File: config.mk
export PLATFORM = sky130hd
export DESIGN_NAME = inst_fetch_flat
export DESIGN_NICKNAME = d
export VERILOG_FILES = /design/src/rtl/inst_fetch_if.sv /design/src/rtl/inst_fetch.sv /design/src/flat_wrapper.sv
export SDC_FILE = /design/constraint.sdc
export NUM_CORES = 1
export LEC_CHECK = 0
export CAP_MARGIN = 20
export CORE_ASPECT_RATIO = 0.6
export CORE_MARGIN = 1
export CORE_UTILIZATION = 53
export CTS_BUF_LIST = sky130_fd_sc_hd__clkbuf_16
export DETAILED_ROUTE_END_ITERATION = 10
export PLACE_DENSITY = 0.86
export SYNTH_ARGS = -nofsm -noshare
export SYNTH_HDL_FRONTEND = slang
export SYNTH_SLANG_ARGS = --single-unit
File: constraint.sdc
create_clock -name clk -period 4.5 [get_ports clk]
set_input_delay 0.45 -clock clk [delete_from_list [all_inputs] [get_ports clk]]
set_output_delay 0.45 -clock clk [all_outputs]
set_load 0.005 [all_outputs]
File: src/rtl/inst_fetch_if.sv
// Bus between the fetch stage, its instruction memory, the control stage and the redirect logic.
// The fetch stage takes the master side and the surrounding environment takes the slave side.
interface inst_fetch_if;
    logic [7:0] imem_addr;
    logic [7:0] imem_data;
    logic       stall;
    logic       L_PC;
    logic       S11;
    logic       S10;
    logic [7:0] rd_base;
    logic [7:0] rd_od;
    logic [7:0] rd_ret;
    logic [7:0] opcode_out;
    logic [7:0] operand_out;
    logic [7:0] instr_pc;
    logic       valid_out;

    modport master (
        output imem_addr, opcode_out, operand_out, instr_pc, valid_out,
        input  imem_data, stall, L_PC, S11, S10, rd_base, rd_od, rd_ret
    );

    modport slave (
        input  imem_addr, opcode_out, operand_out, instr_pc, valid_out,
        output imem_data, stall, L_PC, S11, S10, rd_base, rd_od, rd_ret
    );
endinterface

File: src/rtl/inst_fetch.sv
// Byte-serial instruction fetch: assembles 1- and 2-byte instructions from an 8-bit memory,
// with PC redirect (relative, absolute or return) that takes priority over a downstream stall.
module inst_fetch (
    input  logic          clk,
    input  logic          rst_n,
    inst_fetch_if.master  bus
);

    typedef enum logic {FETCH_OP, FETCH_OD} state_t;

    state_t     state;
    logic [7:0] pc;
    logic [7:0] held_op;
    logic [7:0] held_pc;

    logic       redirect;
    logic [7:0] redirect_pc;
    logic       two_byte;

    function automatic logic is_two_byte(input logic [7:0] op);
        logic r;
        casez (op)
            8'h03, 8'h04, 8'h05, 8'h06,
            8'b0000_1???, 8'b0010_1???, 8'b0011_????, 8'b0101_1???: r = 1'b1;
            default: r = op[7] && (op[6:4] != 3'b111) && op[3];
        endcase
        return r;
    endfunction

    assign bus.imem_addr = pc;
    assign two_byte      = is_two_byte(bus.imem_data);

    // Select 00 is not a redirect at all, so it falls through to stall/normal fetch.
    always_comb begin
        // NOTE: default every always_comb output first so no path leaves it unassigned (latch).
        redirect    = 1'b0;
        redirect_pc = pc;
        if (bus.L_PC) begin
            unique case ({bus.S11, bus.S10})
                2'b01: begin redirect = 1'b1; redirect_pc = bus.rd_base + bus.rd_od; end
                2'b11: begin redirect = 1'b1; redirect_pc = bus.rd_od;               end
                2'b10: begin redirect = 1'b1; redirect_pc = bus.rd_ret;              end
                default: ;
            endcase
        end
    end

    always_ff @(posedge clk or negedge rst_n) begin
        if (!rst_n) begin
            // NOTE: sequential state uses non-blocking assignments so every flop samples pre-edge values.
            state           <= FETCH_OP;
            pc              <= 8'h00;
            held_op         <= 8'h00;
            held_pc         <= 8'h00;
            bus.opcode_out  <= 8'h00;
            bus.operand_out <= 8'h00;
            bus.instr_pc    <= 8'h00;
            bus.valid_out   <= 1'b0;
        end else if (redirect) begin
            state           <= FETCH_OP;
            pc              <= redirect_pc;
            held_op         <= 8'h00;
            bus.opcode_out  <= 8'h00;
            bus.operand_out <= 8'h00;
            bus.valid_out   <= 1'b0;
        end else if (!bus.stall) begin
            pc <= pc + 8'h01;
            unique case (state)
                FETCH_OP: begin
                    if (two_byte) begin
                        state           <= FETCH_OD;
                        held_op         <= bus.imem_data;
                        held_pc         <= pc;
                        bus.opcode_out  <= 8'h00;
                        bus.operand_out <= 8'h00;
                        bus.valid_out   <= 1'b0;
                    end else begin
                        bus.opcode_out  <= bus.imem_data;
                        bus.operand_out <= 8'h00;
                        bus.instr_pc    <= pc;
                        bus.valid_out   <= 1'b1;
                    end
                end
                FETCH_OD: begin
                    state           <= FETCH_OP;
                    bus.opcode_out  <= held_op;
                    bus.operand_out <= bus.imem_data;
                    bus.instr_pc    <= held_pc;
                    bus.valid_out   <= 1'b1;
                end
                default: state <= FETCH_OP;
            endcase
        end
    end

endmodule

File: src/flat_wrapper.sv
// flat-port wrapper written by rule: the top's interface ports become plain ports
module inst_fetch_flat 
  (clk, rst_n, bus_imem_addr, bus_opcode_out, bus_operand_out, bus_instr_pc, bus_valid_out, bus_imem_data, bus_stall, bus_L_PC, bus_S11, bus_S10, bus_rd_base, bus_rd_od, bus_rd_ret);
  inst_fetch_if bus_i ();
  input  logic clk;
  input  logic rst_n;
  output wire logic [$bits(bus_i.imem_addr)-1:0] bus_imem_addr;
  output wire logic [$bits(bus_i.opcode_out)-1:0] bus_opcode_out;
  output wire logic [$bits(bus_i.operand_out)-1:0] bus_operand_out;
  output wire logic [$bits(bus_i.instr_pc)-1:0] bus_instr_pc;
  output wire logic [$bits(bus_i.valid_out)-1:0] bus_valid_out;
  input wire logic [$bits(bus_i.imem_data)-1:0] bus_imem_data;
  input wire logic [$bits(bus_i.stall)-1:0] bus_stall;
  input wire logic [$bits(bus_i.L_PC)-1:0] bus_L_PC;
  input wire logic [$bits(bus_i.S11)-1:0] bus_S11;
  input wire logic [$bits(bus_i.S10)-1:0] bus_S10;
  input wire logic [$bits(bus_i.rd_base)-1:0] bus_rd_base;
  input wire logic [$bits(bus_i.rd_od)-1:0] bus_rd_od;
  input wire logic [$bits(bus_i.rd_ret)-1:0] bus_rd_ret;
  assign bus_imem_addr = bus_i.imem_addr;
  assign bus_opcode_out = bus_i.opcode_out;
  assign bus_operand_out = bus_i.operand_out;
  assign bus_instr_pc = bus_i.instr_pc;
  assign bus_valid_out = bus_i.valid_out;
  assign bus_i.imem_data = bus_imem_data;
  assign bus_i.stall = bus_stall;
  assign bus_i.L_PC = bus_L_PC;
  assign bus_i.S11 = bus_S11;
  assign bus_i.S10 = bus_S10;
  assign bus_i.rd_base = bus_rd_base;
  assign bus_i.rd_od = bus_rd_od;
  assign bus_i.rd_ret = bus_rd_ret;
  inst_fetch u_core (.clk(clk), .rst_n(rst_n), .bus(bus_i));
endmodule
Word level (Yosys, flattened, before mapping)
Cells that the tools add are included.
Word-level totals
  output and inout port bits: 33
  flip-flop bits (word level): 50
  logic and storage cells: 67
Operators by class
  multiplexer cells: 28
  $add $sub $neg: 2
  reductions and logical operators: 9
  bitwise gates (word level): 3
  equal/unequal tests: 17
Operator list (number)
  $mux 8: 13
  $pmux 8 s2: 3
  $eq 8x3->1 const B: 3
  $pmux 8 s3: 1
  $mux 1: 9
  $reduce_and 3->1: 3
  $add 8x1->8 const B: 1
  $add 8x8->8: 1
  $eq 8x2->1 const B: 1
  $reduce_or 8->1: 1
  $ne 2x2->1 const B: 3
  $eq 5x1->1 const B: 1
  $eq 5x3->1 const B: 1
  $eq 5x4->1 const B: 1
  $eq 2x2->1 const B: 2
  $eq 4x2->1 const B: 1
  $ne 4x4->1 const B: 1
  $pmux 1 s2: 2
  $reduce_and 4->1: 1
  $ne 3x3->1 const B: 1
  $not 1->1: 3
  $reduce_or 3->1: 1
  $eq 2x1->1 const B: 1
  $logic_and 1x1->1: 2
  2 further kinds: 2

Depth between registers and ports, before layout
Gate-level depths: netlist of the first run.
  depth in word-level cells: 8
  gate-level depth with buffers: 9
  gate-level depth less buffers: 8

Least setup slack after synthesis of the first run
Ideal clock, no wire load.
  path type: input-to-reg
  from: input bus_rd_od[0]
  to: register u_core.pc[6], in the netlist u_core.bus.imem_addr[6]
  arrival time: 1.946 ns
  cell stages on the path: 8
  path buffers: 0
  slack: 2.488 ns
  cells stage by stage: ha_1 > inv_1 > fa_1 > nand2b_1 > a21oi_1 > or4b_2 > a21oi_1 > o32a_1
Between the ends
  longest elaborated chain between the ends: 4
RTL lines
  start: declaration: RTL line flat_wrapper.sv:18  | input wire logic [$bits(bus_i.rd_od)-1:0] bus_rd_od;
  $add 8x8->8: RTL line inst_fetch.sv:40  | 2'b01: begin redirect = 1'b1; redirect_pc = bus.rd_base + bus.rd_od; end
  $pmux 8 s3: RTL line inst_fetch.sv:39  | unique case ({bus.S11, bus.S10})
  $mux 8: RTL line inst_fetch.sv:38  | if (bus.L_PC) begin
  $mux 8: RTL line inst_fetch.sv:59  | end else if (redirect) begin
  end signal: assignment: RTL line inst_fetch.sv:61  | pc <= redirect_pc;
  end signal: assignment: RTL line inst_fetch.sv:67  | pc <= pc + 8'h01;
  end: declaration: RTL line inst_fetch.sv:12  | logic [7:0] pc;
No other way between the ends. The select of a mux whose other input is x is not followed.
A chain may end at the register's enable or synchronous reset.

Worst setup path in the final report of the first run
  from: input bus_S11
  to: register u_core.bus.instr_pc[7]
Between the ends
  longest elaborated chain between the ends: 6
  elaborated cells on any way between the ends: 8
  classes of those cells: eq/ne (3); mux (2); bitwise (1); reduce/logical (2)
RTL lines
  start: declaration: RTL line flat_wrapper.sv:15  | input wire logic [$bits(bus_i.S11)-1:0] bus_S11;
  $eq 2x1->1 or $eq 2x2->1 (tied branches): RTL line inst_fetch.sv:39
  $reduce_or 3->1 (no line) (*)
  $mux 1 (*): RTL line inst_fetch.sv:39
  $mux 1 (*): RTL line inst_fetch.sv:38
  $not 1->1 (no line) (*)
  $reduce_and 3->1 (no line) (*)
  end signal: assignment: RTL line inst_fetch.sv:80  | bus.instr_pc <= pc;
  end signal: assignment: RTL line inst_fetch.sv:88  | bus.instr_pc <= held_pc;
  end: declaration: RTL line inst_fetch_if.sv:19  | output imem_addr, opcode_out, operand_out, instr_pc, valid_out,
Every way passes the cells marked *; elsewhere a longest branch is shown, timed or not.

==> metrics.txt, run 1 <==
Crit path arrival time=3450 ps; setup ws final=1220 ps; Total Die Area=0.00555 mm²; clock sink count=50; drt wl/cell=17.3 µm; Max Clock Skew=7.16 ps; count of cell types in the netlist=50; Worst-path clk slew=70 ps; H-tree depth=2; Starting Density=0.579; Post-Route WL=7050 µm; Top FF cell, synth=dfrtp_1; cell area after synthesis=0.00278 mm²; Pwr Density=386 mW/mm²; # diodes=0; sequential share of the synthesized area=0.450; Final Cell Area=0.00367 mm²; most frequent cells in the layout=clkdlybuf4s50_1 (69), dfrtp_1 (50), o21ai_0 (23), nand2_1 (22), a21oi_1 (19); Synth top area share=0.450; largest net degree at the start of global routing=51; area occupied by multi-input gates=0.00139 mm²; Post-synth EDFFs=0; Syn Inst Count=277; period utilization=0.730; synthesis-stage register bit count=50; status=finished, final reports clean; # fillers=336; clock latency on the worst-skew pair=290 ps; Final Critical Period=3280 ps; Fin. Hold Viols=0; dpl hpwl=5150 µm; FF-to-FF path depth=4; drt via density=6.11; worst-margin pin slew=1090 ps; Iter 0 DRT Violations=161; Setup Viol. Count Final=0; CTS max path bufs=2; crit path launch=bus_S11; RR Startpoint=u_core.state$_DFFE_PN0P_; Leak Pwr=1.59 nW; routability congestion estimate=0.870; class of the worst hold path=reg -> reg; total negative slack=0 ps; Max VDD drop=0.255 mV; Register Area=0.00125 mm²; Worst Path Max Fanout=20; Synth area leaders=dfrtp_1 (45%), mux2_4 (4.3%), o21ai_0 (4.1%), ha_1 (3.6%), o22ai_1 (3.6%); final cell count without fillers=408; share of cells above drive strength 1=0.0725; RSZ-0062 raised after global routing=false; total track usage=0.275; vias in the first global route=2313; largest area contributor in the netlist=dfrtp_1; synthesis-to-layout area growth=32.1%; post-placement setup slack=940 ps; initial antenna violation count=0; first-pass GRT wire length=11500 µm; Max-Cap Viols=0; Die Ht=58.1 µm; Reg2Reg Capture Point=u_core.bus.opcode_out[5]$_DFFE_PN0P_; DP Area=0.00350 mm²; syn_nets=324; Max-slew headroom=0.270; drt first pass iters=5; Fin Hold WS=490 ps; R2R Setup Slk=2560 ps; critical path class=in -> reg; IO Port Bufs=70; placed cell count=398; max frequency=305 MHz; GRT overflow=0; Ys Warns=0; commonest non-fill, non-tap cell in the layout=clkdlybuf4s50_1; Rows=19; Async SR Flop Fraction=1.00; Num CTS Buffers=5; clk root buf=clkbuf_16; Startpoint Class=input pin; overall via count from detail_route=2493; Avg Inst Size Synth=10.0 µm²; Antenna Violating Nets Remaining=0; Core ar.=0.00480 mm²; Worst Path Required=4660 ps; Die W=95.5 µm; CP Capture Type=register; DRC errors left=0; Setup crit end=u_core.bus.instr_pc[7]$_DFFE_PN0P_; IO Pins=71; Slew Viols, Final=0; CTS tree=yes; layout net count=391
per-layer routing:
layer / track usage / vias up / share of wire
met5: 0 / - / 0
met4: 0.107 / 0 / 0.015
met3: 0.0472 / 9 / 0.066
met2: 0.391 / 107 / 0.44
met1: 0.418 / 1220 / 0.48
li1: - / 1157 / -
registers in the layout (all words and copies together) (netlist names):
| signal | cells |
|---|---|
| u_core.bus.imem_addr | 8 |
| u_core.bus.instr_pc | 8 |
| u_core.bus.opcode_out | 8 |
| u_core.bus.operand_out | 8 |
| u_core.held_op | 8 |
| u_core.held_pc | 8 |
| u_core.bus.valid_out | 1 |
| u_core.state | 1 |
cells in the mapped netlist (3+ instances only):
cell      instances
buf_2             5
nand3_1          12
nor2b_1           4
ha_1              8
o21ai_0          23
a21oi_1          19
nor3_1            4
o22ai_1          16
xor2_1            5
a22o_1            4
xnor2_1           5
a21o_1            4
dfrtp_1          50
buf_1             3
a22oi_1           8
clkbuf_1          4
mux2i_1           5
a21boi_0          3
nand2_1          22
o31ai_1           8
inv_1            17
nor2_1            7
mux2_4            8
worst min-delay path by stage:
stage	from	endpoint	slack, ps	cells after the start
2_1_floorplan	rst_n	u_core.bus.imem_addr[0]$_DFFE_PN0P_	150	0
3_3_place_gp	u_core.bus.operand_out[7]$_DFFE_PN0P_	u_core.bus.operand_out[7]$_DFFE_PN0P_	470	2
3_5_place_dp	u_core.bus.operand_out[6]$_DFFE_PN0P_	u_core.bus.operand_out[6]$_DFFE_PN0P_	470	2
4_1_cts	rst_n	u_core.bus.instr_pc[0]$_DFFE_PN0P_	400	1
5_1_grt	u_core.bus.operand_out[2]$_DFFE_PN0P_	u_core.bus.operand_out[2]$_DFFE_PN0P_	510	2
6_report	u_core.bus.operand_out[0]$_DFFE_PN0P_	u_core.bus.operand_out[0]$_DFFE_PN0P_	490	2
final cells by class:
class,instances,share of cell area
clock buffers,5,0.0341
clock inverters,3,0.00443
inverters,17,0.0174
multi-input cells,196,0.380
flip-flops and latches,50,0.341
well taps,63,0.0215
repair buffers,74,0.202
power by group:
group / internal, W / total, W / switching [W]
sequential: 0.000543 / 0.000634 / 0.0000912
clock: 0.000204 / 0.000366 / 0.000162
combinational: 0.000252 / 0.000417 / 0.000165
metrics by stage:
stage / power (W) / utilization
finish: 0.00142 / 0.764
global placement: 0.00103 / 0.729
global route: 0.00148 / 0.764
CTS: 0.00141 / 0.758
detailed placement: 0.00105 / 0.729
floorplan: 0.000836 / -
logic make-up after synthesis:
| group | synth area share |
|---|---|
| buf+inv | 0.0482 |
| compound gates | 0.243 |
| simple gates | 0.122 |
| xor+xnor | 0.0315 |
| flops | 0.450 |
| mux | 0.0612 |
| fa+ha+maj | 0.0432 |
worst max-delay path, cell delays in order:
cell and delay, ps:
clkdlybuf4s50_1 760, o21a_1 560, nor2_1 660, or4b_1 680
o22ai_1 240, a21oi_1 100
what timing repair did:
item,4_1_cts,5_1_grt
setup buffers,0,0
resized for setup,0,0
endpoints found under the hold margin,0,6
endpoints found under the setup margin,0,0
hold buffers,0,1
No activity file was read; power rests on OpenSTA's default activity.
==> run 2, diff against run 1 <==
--- a/config.mk
+++ b/config.mk
@@ -8,10 +8,10 @@
 export CAP_MARGIN = 20
 export CORE_ASPECT_RATIO = 0.6
 export CORE_MARGIN = 1
-export CORE_UTILIZATION = 53
+export CORE_UTILIZATION = 44
 export CTS_BUF_LIST = sky130_fd_sc_hd__clkbuf_16
 export DETAILED_ROUTE_END_ITERATION = 10
-export PLACE_DENSITY = 0.86
+export PLACE_DENSITY = 0.76
 export SYNTH_ARGS = -nofsm -noshare
 export SYNTH_HDL_FRONTEND = slang
 export SYNTH_SLANG_ARGS = --single-unit
==> constraint.sdc (replaced) <==
create_clock -name clk -period 2.98 [get_ports clk]
set_input_delay 0.298 -clock clk [delete_from_list [all_inputs] [get_ports clk]]
set_output_delay 0.298 -clock clk [all_outputs]
set_load 0.005 [all_outputs]
==> run 2 against run 1 <==
  * Global-route usage down 5.4 points
  * Critical path depth did not move
  * Design area grew 2.2%
  * Non-clock buffer count increased by 8
  * Sequential power grew 49%
  * Cell count up 6.9%
  * Via count decreased by 3.0%
  * Flip-flop and latch count unchanged
  * Setup slack lost 460 ps
  * Clock skew down 2.6 ps
  * Register-to-register slack worse by 1500 ps
==> metrics.txt, run 2 (synthesized netlist as in run 1, its figures left out) <==
Pwr Density=566 mW/mm²; Startpoint Class=input pin; Worst-path clk slew=60 ps; Leak Pwr=1.62 nW; drt first pass iters=5; Fin Hold WS=404 ps; CTS tree=yes; final cell count without fillers=436; Rows=22; Final Critical Period=2230 ps; routability congestion estimate=0.866; H-tree depth=2; # fillers=536; IO Pins=71; initial antenna violation count=0; Worst Path Required=3150 ps; worst-margin pin slew=1040 ps; # hold bufs at CTS=0; Die Ht=63.6 µm; setup ws final=751 ps; Max VDD drop=0.228 mV; Max-Cap Viols=0; Num CTS Buffers=5; family with the most delay on the worst path=simple AND/OR/NAND/NOR gates; commonest non-fill, non-tap cell in the layout=clkdlybuf4s50_1; Die W=105 µm; synthesis-to-layout area growth=35.0%; clock latency on the worst-skew pair=290 ps; CTS-repair resized insts=0; drt via density=5.55; Final Cell Area=0.00375 mm²; Setup Viol. Count Final=0; Iter 0 DRT Violations=142; Total Die Area=0.00665 mm²; # diodes=0; status=finished, final reports clean; layout net count=399; IO Port Bufs=70; Core ar.=0.00611 mm²; most frequent cells in the layout=clkdlybuf4s50_1 (69), dfrtp_1 (50), o21ai_0 (23), nand2_1 (22), a21oi_1 (19); Worst Path Max Fanout=9; clk root buf=clkbuf_16; Fin. Hold Viols=0; period utilization=0.748; Max-slew headroom=0.305; class of the worst hold path=in -> async; CP Capture Type=register; Buf/Inv on CP=1; overall via count from detail_route=2419; DRC errors left=0; total track usage=0.220; Largest stage delay, worst path=670 ps; placed cell count=427; Starting Density=0.455; Crit path arrival time=2400 ps; dpl hpwl=5140 µm; Post CTS Setup Buffer Count=0; GRT overflow=0; Slew Viols, Final=0; total negative slack=0 ps; DP Area=0.00358 mm²; CP max stage cell=or4_1; critical path, cell by cell=clkdlybuf4s50_1, nand2b_2, o31ai_4, nor3_4, or4_1, mux2_4; first-pass GRT wire length=11400 µm; CTS max path bufs=2; post-placement setup slack=458 ps; largest net degree at the start of global routing=51; share of cells above drive strength 1=0.0938; clock sink count=50; max frequency=449 MHz; Antenna Violating Nets Remaining=0; RSZ-0062 raised after global routing=false; critical path class=in -> reg; vias in the first global route=2263; Max Clock Skew=4.59 ps; Post-Route WL=6860 µm; drt wl/cell=15.7 µm
## run 2: power by group
part	internal [W]	switching, W
Combinational	0.000390	0.000243
Sequential	0.000820	0.000125
Clock	0.000303	0.000241
Total	0.00151	0.000609
## run 2: final cells by class
cell class	count	area, µm²	area share
clock inverter	2	11.3	0.00300
multi-input combinational	196	1390	0.372
timing repair buffer	82	801	0.213
tap	84	105	0.0280
clock buffer	5	125	0.0334
inverter	17	63.8	0.0170
sequential	50	1250	0.334
## run 2: per-layer routing
metal / global-route usage / part of all wire / up-vias
met4: 0.0370 / 0.0044 / 0
li1: - / - / 1178
met3: 0.0714 / 0.080 / 6
met2: 0.323 / 0.43 / 92
met1: 0.321 / 0.49 / 1143
met5: 0 / 0 / -
## run 2: path summary, 6_finish.rpt
kind                       depth (start not counted)  slack [ps]                               endpoint                                  start
max in group asynchronous                          3        2090   u_core.bus.opcode_out[7]$_DFFE_PN0P_                                  rst_n
setup / recovery                                   6         750          u_core.held_pc[6]$_DFFE_PN0P_                       bus_imem_data[4]
hold / removal                                     2         400     u_core.bus.instr_pc[2]$_DFFE_PN0P_                                  rst_n
setup reg to reg                                   4        1060   u_core.bus.opcode_out[3]$_DFFE_PN0P_               u_core.state$_DFFE_PN0P_
min in group clk                                   2         480  u_core.bus.operand_out[3]$_DFFE_PN0P_  u_core.bus.operand_out[3]$_DFFE_PN0P_
hold reg to reg                                    2         480  u_core.bus.operand_out[3]$_DFFE_PN0P_  u_core.bus.operand_out[3]$_DFFE_PN0P_
## run 2: stage by stage
stage / total power, W / util
after floorplan: 0.00126 / -
after global placement: 0.00157 / 0.587
after detailed placement: 0.00158 / 0.587
after CTS: 0.00212 / 0.609
after global routing: 0.00224 / 0.614
final: 0.00212 / 0.614
==> edit, RTL diff (flow settings as in run 2) <==
Remove the case item `2'b01` of the case on `{bus.S11, bus.S10}`.
--- a/src/rtl/inst_fetch.sv
+++ b/src/rtl/inst_fetch.sv
@@ -37,7 +37,6 @@
         redirect_pc = pc;
         if (bus.L_PC) begin
             unique case ({bus.S11, bus.S10})
-                2'b01: begin redirect = 1'b1; redirect_pc = bus.rd_base + bus.rd_od; end
                 2'b11: begin redirect = 1'b1; redirect_pc = bus.rd_od;               end
                 2'b10: begin redirect = 1'b1; redirect_pc = bus.rd_ret;              end
                 default: ;
Behaviour: not the same (Yosys sat finds a counterexample within 4 cycles, from zero or initial values and one cycle with rst_n low).
==> edit against run 2 <==
Power grew 3.0%; routed wire length fell by 3.1%; fmax fell by 8.0%; core utilization increased by 0.17 points; worst setup slack worse by 0.19 ns; synthesized area decreased by 5.0%; worst hold slack better by 0.082 ns; design area decreased by 6.9%; critical path type unchanged; sequential cell count is the same; non-clock buffer count shrank 9; combinational power grew 1%; register-to-register slack better by 0.10 ns; clock skew grew 0.0010 ns.
==> edit: results (changes against run 2) <==
** Power
- Cell leakage power :: 1.45 nW (was 1.62 nW)

** Placement
- The final RePlAce weighted congestion was 0.796 (was 0.866).
- Hpwl dp :: 4820 um (was 5140 um)
- Number of port buffers :: 62 (was 70)

** Routing
- Routed wire length on met2 :: 2710 um (was 2940 um)
- The total vias in the final route came to 2263 (was 2419).
- Detailed-route wire length :: 6650 um (was 6860 um)
- The met3 wire length was 501 um (was 551 um).

** Logic synthesis
- The post-synthesis net count is 311 (was 324).
- Post-Synthesis Mean Instance Area :: 9.71 um2 (was 10.0 um2)
- Netlist cell types :: 43 (was 50)
- Most frequent cells after synthesis: 65 x sky130_fd_sc_hd__nand2_1, 50 x sky130_fd_sc_hd__dfrtp_1, 18 x sky130_fd_sc_hd__a21oi_1 (was 50 x sky130_fd_sc_hd__dfrtp_1, 23 x sky130_fd_sc_hd__o21ai_0, 22 x sky130_fd_sc_hd__nand2_1).

** Final layout
- Fraction of final layout cells with drive strength greater than 1 :: 0.0961 (was 0.0938)
- The count of filler cells inserted in the layout was 488 (was 536).
- Number of nets in the layout :: 371 (was 399)
- Number of standard cells in the final layout excluding fillers :: 413 (was 436)

** Critical path
- The top cell family by delay on the critical path is compound AO/OA/AOI/OAI gates (was simple AND/OR/NAND/NOR gates).
- The worst setup path endpoint is u_core.held_op[3] (was u_core.held_pc[6]).
- The arrival time of data at the critical path endpoint was 2.62 ns (was 2.40 ns).
- Reg2Reg Capture Point :: u_core.bus.opcode_out[6] (was u_core.bus.opcode_out[3])

** Global route
- First-pass GRT wire length :: 10800 um (was 11400 um)
- The met3 global-route usage is 0.0638 (was 0.0714).
- Via count of the first global-routing pass :: 2021 (was 2263)
- The met1 track demand over resource is 0.365 (was 0.321).

** Run status
- Result of the run: finished clean (unchanged).

** Timing
- Worst Skew :: 0.00564 ns (was 0.00459 ns)
[edit: cell count changes after synthesis, moves of 9 or more]
cell / change
sky130_fd_sc_hd__inv_1: -15
sky130_fd_sc_hd__o22ai_1: -16
sky130_fd_sc_hd__clkbuf_1: +11
sky130_fd_sc_hd__nand2_1: +43
sky130_fd_sc_hd__nand3b_1: +9
sky130_fd_sc_hd__nand3_1: -10
[edit: power by group]
part	leakage [nW]	internal, mW	total (mW)	switching, mW
logic	0.749	0.382	0.640	0.258
registers	0.629	0.842	1.00	0.162
clock network	0.0724	0.304	0.541	0.237
[edit: through the flow]
| step | worst slack (ns) | cell area (um2) |
|---|---|---|
| 2_1_floorplan | 1.25 | 2640 |
| 3_3_place_gp | 0.353 | 3330 |
| 3_5_place_dp | 0.297 | 3350 |
| 4_1_cts | 0.575 | 3490 |
| 5_1_grt | 0.357 | 3490 |
| 6_report | 0.558 | 3490 |
[edit: kinds of logic (layout without fill, tap and decap cells)]
group                      count (synthesis)  in the layout  synth area share
muxes                                     20             20            0.0796
adders and majority gates                  1              1           0.00474
DFF                                       50             50             0.474
buffers and inverters                     23             84            0.0417
xor gates and xnor gates                   7              7            0.0232
AOI/OAI and AO/OA                         63             63             0.175
and+or+nand+nor                          108            108             0.202
[edit: what timing repair did]
item | CTS | global route
hold buffers | 1 | 0
hold endpoints to repair | 17 | 0
resized for setup | 0 | 0
endpoints found under the setup margin | 0 | 0
[edit: layout make-up]
type | count | area (um2) | share of cell area
Timing Repair Buffer | 73 | 713 | 0.204
Clock buffer | 5 | 125 | 0.0358
Multi-Input combinational cell | 199 | 1280 | 0.366
Tap cell | 80 | 100 | 0.0287
Inverter | 3 | 11.3 | 0.00322
Clock inverter | 3 | 12.5 | 0.00358
Sequential cell | 50 | 1250 | 0.358
